File: config.mk
export PLATFORM = sky130hd
export DESIGN_NAME = kb_move_entry_flat
export DESIGN_NICKNAME = d
export VERILOG_FILES = /design/src/rtl/kb_move_if.sv /design/src/rtl/kb_move_entry.sv /design/src/flat_wrapper.sv
export SDC_FILE = /design/constraint.sdc
export NUM_CORES = 1
export LEC_CHECK = 0
export ABC_AREA = 1
export ABC_CLOCK_PERIOD_IN_PS = 2750
export BUFFER_PORTS_ARGS = -buffer_cell sky130_fd_sc_hd__buf_4
export CORE_MARGIN = 4
export CORE_UTILIZATION = 35
export DETAILED_ROUTE_END_ITERATION = 8
export GPL_ROUTABILITY_DRIVEN = 0
export SYNTH_ARGS = -nofsm -noshare
export SYNTH_HDL_FRONTEND = slang
export SYNTH_SLANG_ARGS = --single-unit
File: constraint.sdc
create_clock -name clk50 -period 2.75 [get_ports clk50]
set_input_delay 0.55 -clock clk50 [delete_from_list [all_inputs] [get_ports clk50]]
set_output_delay 0.55 -clock clk50 [all_outputs]
set_load 0.1 [all_outputs]
File: src/rtl/kb_move_if.sv
// Move-request bus between the keyboard move-entry block (master) and game logic (slave).
// Handshake: the master raises move_valid with src_loc/dst_loc stable and holds them
// until a clock edge samples move_valid & move_ready; the transfer completes on that edge.
interface kb_move_if;
    logic       move_valid;
    logic       move_ready;
    logic [5:0] src_loc;
    logic [5:0] dst_loc;

    modport master (
        output move_valid,
        output src_loc,
        output dst_loc,
        input  move_ready
    );

    modport slave (
        input  move_valid,
        input  src_loc,
        input  dst_loc,
        output move_ready
    );
endinterface

File: src/rtl/kb_move_entry.sv
// PS/2 scan-code decoder driving an 8x8 chess cursor and a source/destination move request.
// Optional typematic suppression is enabled by defining KB_REPEAT_FILTER_EN.
module kb_move_entry #(
    parameter int CURSOR_RST_X = 4,
    parameter int CURSOR_RST_Y = 1,
    parameter bit WRAP         = 1'b1
) (
    input  logic        clk50,
    input  logic        RST,
    input  logic [7:0]  scan_code1,
    input  logic [7:0]  scan_code2,
    input  logic        scan_ready,
    input  logic        en,
    output logic [5:0]  cursor_loc,
    output logic        src_held,
    output logic        key_evt,
    output logic [1:0]  state_dbg,
    kb_move_if.master   mv
);

    localparam logic [7:0] CODE_BREAK = 8'hF0;
    localparam logic [7:0] CODE_EXT   = 8'hE0;
    localparam logic [7:0] CODE_UP    = 8'h1D;
    localparam logic [7:0] CODE_DOWN  = 8'h1B;
    localparam logic [7:0] CODE_LEFT  = 8'h1C;
    localparam logic [7:0] CODE_RIGHT = 8'h23;
    localparam logic [7:0] CODE_ENTER = 8'h5A;
    localparam logic [7:0] CODE_ESC   = 8'h76;

    typedef enum logic [1:0] {
        SEL_SRC = 2'd0,
        SEL_DST = 2'd1,
        REQ     = 2'd2
    } state_t;

    state_t     state_q, state_d;
    logic [2:0] cx_q, cx_d;
    logic [2:0] cy_q, cy_d;
    logic [5:0] src_q, src_d;
    logic [5:0] dst_q, dst_d;
    logic       held_q, held_d;
    logic       valid_q, valid_d;
    logic       key_evt_q;
    logic       scan_ready_q;

    logic       evt;
    logic       is_make;
    logic       repeat_hit;
    logic       accept;

    function automatic logic [2:0] step_up(input logic [2:0] v);
        if (WRAP || v != 3'd7)
            step_up = v + 3'd1;
        else
            step_up = v;
    endfunction

    function automatic logic [2:0] step_down(input logic [2:0] v);
        if (WRAP || v != 3'd0)
            step_down = v - 3'd1;
        else
            step_down = v;
    endfunction

    // One event per rising edge of the keyboard's scan_ready level.
    assign evt     = scan_ready & ~scan_ready_q;
    assign is_make = (scan_code1 != CODE_BREAK) && (scan_code1 != CODE_EXT) &&
                     (scan_code2 != CODE_BREAK);

`ifdef KB_REPEAT_FILTER_EN
    logic [7:0] last_make_q;
    logic       break_clr;

    assign repeat_hit = (scan_code1 == last_make_q);
    assign break_clr  = evt && (scan_code2 == CODE_BREAK) && (scan_code1 == last_make_q);

    always_ff @(posedge clk50 or posedge RST) begin
        if (RST)
            last_make_q <= 8'h00;
        else if (accept)
            last_make_q <= scan_code1;
        else if (break_clr)
            last_make_q <= 8'h00;
    end
`else
    assign repeat_hit = 1'b0;
`endif

    assign accept = evt & is_make & en & (state_q != REQ) & ~repeat_hit;

    always_comb begin
        state_d = state_q;
        cx_d    = cx_q;
        cy_d    = cy_q;
        src_d   = src_q;
        dst_d   = dst_q;
        held_d  = held_q;
        valid_d = valid_q;

        if (accept) begin
            case (scan_code1)
                CODE_UP:    cy_d = step_up(cy_q);
                CODE_DOWN:  cy_d = step_down(cy_q);
                CODE_LEFT:  cx_d = step_down(cx_q);
                CODE_RIGHT: cx_d = step_up(cx_q);
                default:    ;
            endcase
        end

        case (state_q)
            SEL_SRC: begin
                if (accept && scan_code1 == CODE_ENTER) begin
                    src_d   = {cy_q, cx_q};
                    held_d  = 1'b1;
                    state_d = SEL_DST;
                end
            end
            SEL_DST: begin
                if (accept && scan_code1 == CODE_ENTER) begin
                    if ({cy_q, cx_q} == src_q) begin
                        held_d  = 1'b0;
                        state_d = SEL_SRC;
                    end else begin
                        dst_d   = {cy_q, cx_q};
                        valid_d = 1'b1;
                        state_d = REQ;
                    end
                end else if (accept && scan_code1 == CODE_ESC) begin
                    held_d  = 1'b0;
                    state_d = SEL_SRC;
                end
            end
            REQ: begin
                if (mv.move_ready) begin
                    valid_d = 1'b0;
                    held_d  = 1'b0;
                    state_d = SEL_SRC;
                end
            end
            default: begin
                state_d = SEL_SRC;
                held_d  = 1'b0;
                valid_d = 1'b0;
            end
        endcase
    end

    always_ff @(posedge clk50 or posedge RST) begin
        if (RST) begin
            state_q      <= SEL_SRC;
            cx_q         <= 3'(CURSOR_RST_X);
            cy_q         <= 3'(CURSOR_RST_Y);
            src_q        <= 6'd0;
            dst_q        <= 6'd0;
            held_q       <= 1'b0;
            valid_q      <= 1'b0;
            key_evt_q    <= 1'b0;
            scan_ready_q <= 1'b0;
        end else begin
            state_q      <= state_d;
            cx_q         <= cx_d;
            cy_q         <= cy_d;
            src_q        <= src_d;
            dst_q        <= dst_d;
            held_q       <= held_d;
            valid_q      <= valid_d;
            key_evt_q    <= accept;
            scan_ready_q <= scan_ready;
        end
    end

    assign cursor_loc    = {cy_q, cx_q};
    assign src_held      = held_q;
    assign key_evt       = key_evt_q;
    assign state_dbg     = state_q;
    assign mv.move_valid = valid_q;
    assign mv.src_loc    = src_q;
    assign mv.dst_loc    = dst_q;

endmodule
File: src/flat_wrapper.sv
// flat-port wrapper written by rule: the top's interface ports become plain ports
module kb_move_entry_flat 
#(
    parameter int CURSOR_RST_X = 4,
    parameter int CURSOR_RST_Y = 1,
    parameter bit WRAP         = 1'b1
)
  (clk50, RST, scan_code1, scan_code2, scan_ready, en, cursor_loc, src_held, key_evt, state_dbg, mv_move_valid, mv_src_loc, mv_dst_loc, mv_move_ready);
  kb_move_if mv_i ();
  input  logic clk50;
  input  logic RST;
  input  logic [7:0] scan_code1;
  input  logic [7:0] scan_code2;
  input  logic scan_ready;
  input  logic en;
  output logic [5:0] cursor_loc;
  output logic src_held;
  output logic key_evt;
  output logic [1:0] state_dbg;
  output wire logic [$bits(mv_i.move_valid)-1:0] mv_move_valid;
  output wire logic [$bits(mv_i.src_loc)-1:0] mv_src_loc;
  output wire logic [$bits(mv_i.dst_loc)-1:0] mv_dst_loc;
  input wire logic [$bits(mv_i.move_ready)-1:0] mv_move_ready;
  assign mv_move_valid = mv_i.move_valid;
  assign mv_src_loc = mv_i.src_loc;
  assign mv_dst_loc = mv_i.dst_loc;
  assign mv_i.move_ready = mv_move_ready;
  kb_move_entry #(.CURSOR_RST_X(CURSOR_RST_X), .CURSOR_RST_Y(CURSOR_RST_Y), .WRAP(WRAP)) u_core (.clk50(clk50), .RST(RST), .scan_code1(scan_code1), .scan_code2(scan_code2), .scan_ready(scan_ready), .en(en), .cursor_loc(cursor_loc), .src_held(src_held), .key_evt(key_evt), .state_dbg(state_dbg), .mv(mv_i));
endmodule
Word-level counts from Yosys, hierarchy flattened
Cells that the tools add are included.

word-level totals
  register bits after elaboration = 24
  input port bits = 21
  output and inout bits = 23
  word-level logic and storage cells = 70

operators by class
  add/subtract/negate cells = 4
  equal/unequal tests = 19
  mux-type cells = 17
  bitwise logic cells = 7
  reductions and logical operators = 14

operators by type and width
  kind                                                   number
  == test 8 x 5 -> 1 bit, second input constant          3
  inequality test 8 bit, second input constant           3
  == test 8 x 7 -> 1 bit, second input constant          2
  case mux 3 bit (2 select lines)                        2
  two-way mux 2 bit                                      5
  == test 8 x 6 -> 1 bit, second input constant          1
  AND reduction 4 bit                                    2
  two-way mux 1 bit                                      7
  adder 3 x 1 -> 3 bit, second input constant            2
  == test 6 bit                                          1
  inequality test 2 bit, second input constant           3
  case mux 1 bit (3 select lines)                        2
  case mux 2 bit (3 select lines)                        1
  AND reduction 2 bit                                    3
  AND reduction 3 bit                                    2
  subtractor 3 x 1 -> 3 bit, second input constant       2
  AND 1 bit                                              4
  logical AND 1 bit                                      4
  inequality test 2 x 1 -> 1 bit, second input constant  2
  nonzero test 2 bit                                     2
  inequality test 3 x 1 -> 1 bit, second input constant  1
  inequality test 3 bit, second input constant           1
  NOT 1 bit                                              3
  == test 2 x 1 -> 1 bit, second input constant          1
  2 further kinds                                        2

Logic depth before layout (Yosys ltp)
Gate-level depths: netlist of the first run.

  word-level depth = 10
  depth in mapped cells = 12

Worst setup path before layout of the first run
Ideal clock, no wire load.

  path kind = reg-to-reg
  start = reg u_core.state_q[0] (netlist: u_core.state_dbg[0])
  end = reg u_core.dst_q[0] (netlist: u_core.mv.dst_loc[0])
  arrival time = 1937 ps
  slack = 690 ps
  cell stages (with the launch flop) = 11
  period minus slack after synthesis = 2060 ps
  cells stage by stage = dfrtp_1 -> inv_1 -> nand2_1 -> nand2_1 -> nor2_2 -> nand3_2 -> clkinv_2 -> nand3_4 -> buf_6 -> nand2_2 -> o21ai_2

between the ends
  longest elaborated chain between the ends = 4
  elaborated cells on any way between the ends = 5
  those cells by class = eq/ne (2); bitwise (1); reduce/logical (2)

RTL lines
  what                                      RTL line              text
  start: declaration                        kb_move_entry.sv:36   state_t state_q, state_d;
  start signal: assignment                  kb_move_entry.sv:160  state_q <= state_d;
  inequality test 2 bit                     kb_move_entry.sv:89   assign accept = evt & is_make & en & (state_q != REQ) & ~repeat_hit;
  AND 1 bit                                 kb_move_entry.sv:89
  logical AND 1 bit                         kb_move_entry.sv:119  if (accept && scan_code1 == CODE_ENTER) begin
  AND reduction 3 bit (no source line) (*)  --
  end signal: assignment                    kb_move_entry.sv:164  dst_q <= dst_d;
  end: declaration                          kb_move_entry.sv:40   logic [5:0] dst_q, dst_d;

Mark *: on every way between the ends. The rest lies on a longest branch, timed or not.
A chain may end at the register's enable or synchronous reset.

Final worst setup path of the first run
  start = in scan_code1[6]
  end = reg u_core.cx_q[2]

between the ends
  longest elaborated chain between the ends = 7
  elaborated cells on any way between the ends = 12
  those cells by class = eq/ne (4); mux (1); bitwise (3); reduce/logical (4)

RTL lines
  what                                  RTL line              text
  start: declaration                    flat_wrapper.sv:12    input logic [7:0] scan_code1;
  inequality test 8 bit                 kb_move_entry.sv:67   assign is_make = (scan_code1 != CODE_BREAK) && (scan_code1 != CODE_EXT) &&
  logical AND 1 bit (2 in series)       kb_move_entry.sv:67
  AND 1 bit (3 in series)               kb_move_entry.sv:89
  AND reduction 2 bit (no source line)  --
  end signal: assignment                kb_move_entry.sv:151  cx_q <= 3'(CURSOR_RST_X);
  end: declaration                      kb_move_entry.sv:37   logic [2:0] cx_q, cx_d;

Several ways; a longest one is shown, not always the timed one.

==> results of run 1 <==
sequential cells by signal, indices dropped and copies added, names as in the netlist:
register,flops
u_core.src_held,1
u_core.mv.dst_loc,6
u_core.scan_ready_q,1
u_core.cy_q,3
u_core.mv.src_loc,6
u_core.mv.move_valid,1
u_core.state_dbg,2
u_core.cx_q,3
u_core.key_evt,1
worst register-to-register path, delay by kind of cell (launching register included):
kind	cells	cell delay, ps
xor+xnor	1	140
flops	1	560
simple gates	2	190
buf+inv	2	150
fa+ha+maj	1	440
routing by layer:
metal | part of all wire [%] | vias up | track usage, % | wire length, µm
met5 | 0 | - | 0 | 0
met4 | 1.5 | 0 | 5.64 | 43
met3 | 5.4 | 4 | 1.70 | 155
met2 | 46 | 32 | 17.9 | 1320
met1 | 48 | 501 | 17.2 | 1380
li1 | - | 637 | - | -
final cells by class:
| cell class | instances | area [µm²] |
|---|---|---|
| repair buffers | 43 | 323 |
| clock buffers | 3 | 41.3 |
| multi-input cells | 124 | 667 |
| inverters | 27 | 103 |
| fillers | 391 | 1950 |
| flip-flops and latches | 24 | 603 |
| well taps | 48 | 60.1 |
synth_stat cells:
library cell | n | area [µm²]
nand2_1 | 57 | 214
dfrtp_1 | 22 | 551
inv_1 | 19 | 71.3
nor2_1 | 15 | 56.3
o21ai_2 | 11 | 96.3
nand3_1 | 7 | 35.0
inv_2 | 6 | 22.5
nand2_2 | 5 | 31.3
nand4_1 | 5 | 31.3
xor2_1 | 5 | 43.8
a21oi_1 | 3 | 15.0
nor2_2 | 3 | 18.8
nor3_1 | 3 | 15.0
o21ai_1 | 3 | 15.0
buf_6 | 2 | 22.5
dfstp_2 | 2 | 52.6
fa_1 | 2 | 40.0
clkinv_1 | 1 | 3.75
clkinv_2 | 1 | 5.00
nand2_4 | 1 | 11.3
nand3_2 | 1 | 10.0
nand3_4 | 1 | 17.5
nor2_4 | 1 | 11.3
o21ai_0 | 1 | 5.00
cells by family (layout without fill, tap and decap cells):
logic type | count (synthesis) | count (layout) | synth area share [%]
AOI/OAI and AO/OA | 18 | 18 | 9.42
adders and majority gates | 2 | 2 | 2.87
xor gates and xnor gates | 5 | 5 | 3.14
buffers and inverters | 29 | 73 | 8.97
and+or+nand+nor | 99 | 99 | 32.4
DFF | 24 | 24 | 43.2
through the flow:
stage          hold slack, ps  total power, µW  utilization [%]  cell area [µm²]
2_1_floorplan             563              448                -             1400
3_5_place_dp              473              494             46.9             1760
6_report                  394              694             48.0             1800
3_3_place_gp              471              493             46.9             1760
4_1_cts                   391              699             48.0             1800
5_1_grt                   385              723             48.0             1800
path summary, 6_finish.rpt:
kind / endpoint / cells after the start / slack, ps
setup / recovery: u_core.cx_q[2] / 10 / 950
hold / removal: u_core.scan_ready_q / 1 / 390
setup reg to reg: u_core.cy_q[2] / 6 / 1210
hold reg to reg: u_core.mv.dst_loc[4] / 2 / 490
max in group asynchronous: u_core.mv.src_loc[1] / 2 / 1700
min in group asynchronous: u_core.cy_q[1] / 2 / 490
power breakdown:
group	leakage [µW]	internal (µW)	total [µW]	switching, µW
Combinational	0.000620	37.8	120	81.7
Clock	0.0000216	98.0	209	111
Sequential	0.000310	359	365	5.92
Total	0.000951	495	694	199
==> flow_summary.ini, run 1 <==
[outcome]
run_status = finished, final reports clean

[cells_and_area]
fin_cells = 269
area_delta_synth_final_pct = 28.8
layout-drive-gt1-share_pct = 35.3
layout_commonest_cell = nand2_1
final_cell_mix = nand2_1, buf_4, dfrtp_1, inv_1, nor2_1
n_antenna_cell = 0
fin_nets = 246

[logic_synthesis]
ys_warn_count = 0
syn-cell-area_mm2 = 0.00140
avgSynthCellArea_um2 = 7.88
ys_types = 24
yosysSeqAreaShare_pct = 43.2
synth_nets = 200
netlist_instances = 177
ys_seq_elements = 24

[clock_tree]
cts_setup_buffers = 0
path_clk_slew_ps = 80
cts_root_buf = clkbuf_8
cts_tree = done
clockBufferDepth = 2
clkSinkCount = 24
cts_buffers = 3
htree_levels = 1
clkLatencyLatePin_ps = 260
ctsHoldBuffers = 0
cts_resized = 0

[sta]
finalHoldViolCount = 0
slew_violations = 0
setup_viol = 0
fin_crit_ps = 1800
slew_headroom_pct = 38.9
max_freq_mhz = 557
timing.setup.tns_ps = 0
clock_skew_ps = 4.05
timing.final.ws_setup_ps = 954
rsz0062_at_grt = false
worst_pin_slew_ps = 916
finalCritPeriodShare_pct = 65.3

[placement]
dpl.cell_count = 266
dp_hpwl_mm = 2.33
io_buffers = 43
preCtsSetupSlack_ps = 665

[pwr]
irDropWorstVdd_uv = 160
p_leak_uw = 0.000951
power_density_mw_per_mm2 = 386

[worst_setup_path]
crit_required_ps = 2950
crit_type = input port to register
startpoint = scan_code1[6]
cpPeakStageDelay_ps = 410
critPathSlowestCell = fa_1
critPathLaunchType = input port
path_buf_inv = 3
path_cells = buf_4 > inv_1 > nand2_1 > nor2_1 > nand3_1 > fa_1 > inv_1 > nand4_1 > nand4_1 > xor2_1
crit_fanout = 4
reg2reg_from = u_core.cy_q[0]
cp_top_family = simple AND/OR/NAND/NOR gates
endpoint_kind = register
arrival_ps = 1990

[run]
maxCapViolCount = 0

[grt]
grt_pass1_vias = 1040
antenna_found_initial = 0
track_usage_pct = 12.0
grt_overflow = 0
grt_pass1_wl_mm = 4.87
grt_max_degree = 25

[hold_path]
hp-start = scan_ready
min_path_type = input port to register

[detailed_routing]
final_antenna_net_count = 0
finalWirelength_mm = 2.89
routedWlPerCell_um = 10.7
vias_per_cell = 4.36
drc_errors = 0
vias = 1174
detail_route.iter0.violations = 87
drt-pass1-iter-count = 4

[die]
initial_utilization_pct = 37.3
die_h_um = 71.1
num_rows = 22
die_area_mm2 = 0.00506
io_pins = 44
die_w_um = 71.1
coreArea_mm2 = 0.00374
(Power assumes the default switching activity.)
==> run 2, diff against run 1 <==
--- a/config.mk
+++ b/config.mk
@@ -6,7 +6,7 @@
 export NUM_CORES = 1
 export LEC_CHECK = 0
 export ABC_AREA = 1
-export ABC_CLOCK_PERIOD_IN_PS = 2750
+export ABC_CLOCK_PERIOD_IN_PS = 1700
 export BUFFER_PORTS_ARGS = -buffer_cell sky130_fd_sc_hd__buf_4
 export CORE_MARGIN = 4
 export CORE_UTILIZATION = 35
==> constraint.sdc (replaced) <==
create_clock -name clk50 -period 1.7 [get_ports clk50]
set_input_delay 0.34 -clock clk50 [delete_from_list [all_inputs] [get_ports clk50]]
set_output_delay 0.34 -clock clk50 [all_outputs]
set_load 0.1 [all_outputs]
==> flow_summary.ini, run 2 (synthesis results as in run 1) <==
[grt]
track_usage_pct = 12.7
grt_pass1_vias = 1168
grt_max_degree = 25
grt_pass1_wl_mm = 5.25
antenna_found_initial = 0
grt_overflow = 0

[pwr]
p_leak_uw = 0.000994
switching_share_pct = 24.8
irDropWorstVdd_uv = 329
internal_power_uw = 972
comb_power_share_pct = 16.2
power_density_mw_per_mm2 = 665
seq_power_share_pct = 45.9
p_sw_uw = 320
clock_power_share_pct = 37.9

[cells_and_area]
fin_nets = 256
layout_commonest_cell = nand2_1
design_area_mm2 = 0.00194
layout-drive-gt1-share_pct = 44.8
final_cell_mix = nand2_1, buf_4, inv_1, nor2_1
area_delta_synth_final_pct = 39.2
n_antenna_cell = 0

[outcome]
run_status = finished, final reports clean

[hold_path]
min_path_type = input port to asynchronous set/reset pin

[clock_tree]
clockBufferDepth = 2
clkLatencyLatePin_ps = 260
htree_levels = 1
cts_tree = done
path_clk_slew_ps = 80
clkSinkCount = 24
ctsHoldBuffers = 0
cts_setup_buffers = 0
cts_buffers = 3
cts_root_buf = clkbuf_8

[worst_setup_path]
critPathLaunchType = input port
crit_fanout = 3
cpPeakStageDelay_ps = 410
r2r_cells = 11
path_cells = buf_4 > nor3_1 > nand3_1 > fa_1 > inv_1 > nand4_1 > nand4_1 > xor2_1
crit_required_ps = 1890
cp_top_family = simple AND/OR/NAND/NOR gates
cp_num_cells = 8
critPathSlowestCell = fa_1
critPathMostFrequentCell = nand4_1
path_buf_inv = 2
crit_type = input port to register
arrival_ps = 1760
endpoint_kind = register

[sta]
setup_viol = 0
worst_pin_slew_ps = 303
finalCritPeriodShare_pct = 91.8
slew_headroom_pct = 79.8
holdWs_ps = 118
clock_skew_ps = 2.54
slew_violations = 0
rsz0062_at_grt = false
max_freq_mhz = 641
fin_crit_ps = 1560
finalHoldViolCount = 0

[die]
coreArea_mm2 = 0.00374
initial_utilization_pct = 37.3
io_pins = 44
die_h_um = 71.1
num_rows = 22
die_area_mm2 = 0.00506
die_w_um = 71.1

[detailed_routing]
drt-pass1-iter-count = 4
finalWirelength_mm = 2.97
drc_errors = 0
routedWlPerCell_um = 10.6
vias_per_cell = 4.39
detail_route.iter0.violations = 33
vias = 1229
final_antenna_net_count = 0

[placement]
dp_hpwl_mm = 2.44
placed_area_mm2 = 0.00187
io_buffers = 43

[run]
maxCapViolCount = 0
-- run 2: cell types whose count changed in the layout (fill, tap and decap cells not counted), moves of 2 or more --
cell and change:
dfstp_4 +2, dfrtp_2 +11, buf_4 +10, dfrtp_1 -12, dfstp_2 -2
-- run 2: what timing repair did --
item                       4_1_cts  5_1_grt
setup endpoints to repair        0        1
hold endpoints to repair         0        0
resized for setup                0        1
-- run 2: worst paths after layout --
check	startpoint	endpoint	slack, ps
worst min register to register	u_core.mv.dst_loc[3]	u_core.mv.dst_loc[3]	490
worst max-delay path	scan_code1[2]	u_core.cx_q[2]	140
worst max register to register	u_core.cx_q[2]	u_core.src_held	150
max in group asynchronous	RST	u_core.cy_q[0]	1300
min in group clk50	scan_ready	u_core.scan_ready_q	190
worst min-delay path	RST	u_core.mv.dst_loc[2]	120
-- run 2: layout make-up --
type	count	area [µm²]
fillers	380	1800
multi-input cells	124	677
flip-flops and latches	24	628
repair buffers	53	398
inverters	27	108
well taps	48	60.1
clock buffers	3	41.3
clock inverters	1	30.0
-- run 2: layer usage --
metal | routed length, µm | part of all wire [%] | GRT usage (%) | up-vias
met4 | 0 | 0 | 3.76 | 0
met1 | 1410 | 48 | 17.5 | 542
met3 | 165 | 5.6 | 1.85 | 0
met2 | 1390 | 47 | 20.6 | 28
li1 | - | - | - | 659
met5 | 0 | 0 | 0 | -
-- run 2: power by group through the flow --
stage               Sequential [µW]  Combinational, µW  Clock, µW
floorplan                       669               60.4          0
global placement                605                211          0
detailed placement              605                212          0
CTS                             594                212        505
global route                    595                231        535
finish                          593                209        490
-- run 2: worst reg2reg max path, cell delays in order (launching register included) --
cell and delay [ps]:
dfstp_4 640, inv_2 70, nand2_1 60, nand2_1 40, nor2_1 130, nand3_2 140, nand2_1 90, nand2_1 60
nand2_1 60, nand2_1 50, nand2_1 50, nand2_1 50
-- run 2: stage by stage --
step | total power, µW | TNS (ps) | std cells | utilization, % | worst slack, ps
finish | 1290 | 0 | 280 | 51.9 | 139
global placement | 816 | -182 | 276 | 49.9 | -123
global route | 1360 | 0 | 280 | 51.9 | 7.27
detailed placement | 817 | -264 | 276 | 49.9 | -179
CTS | 1310 | 0 | 280 | 51.8 | 102
floorplan | 729 | 0 | 177 | - | 5.31
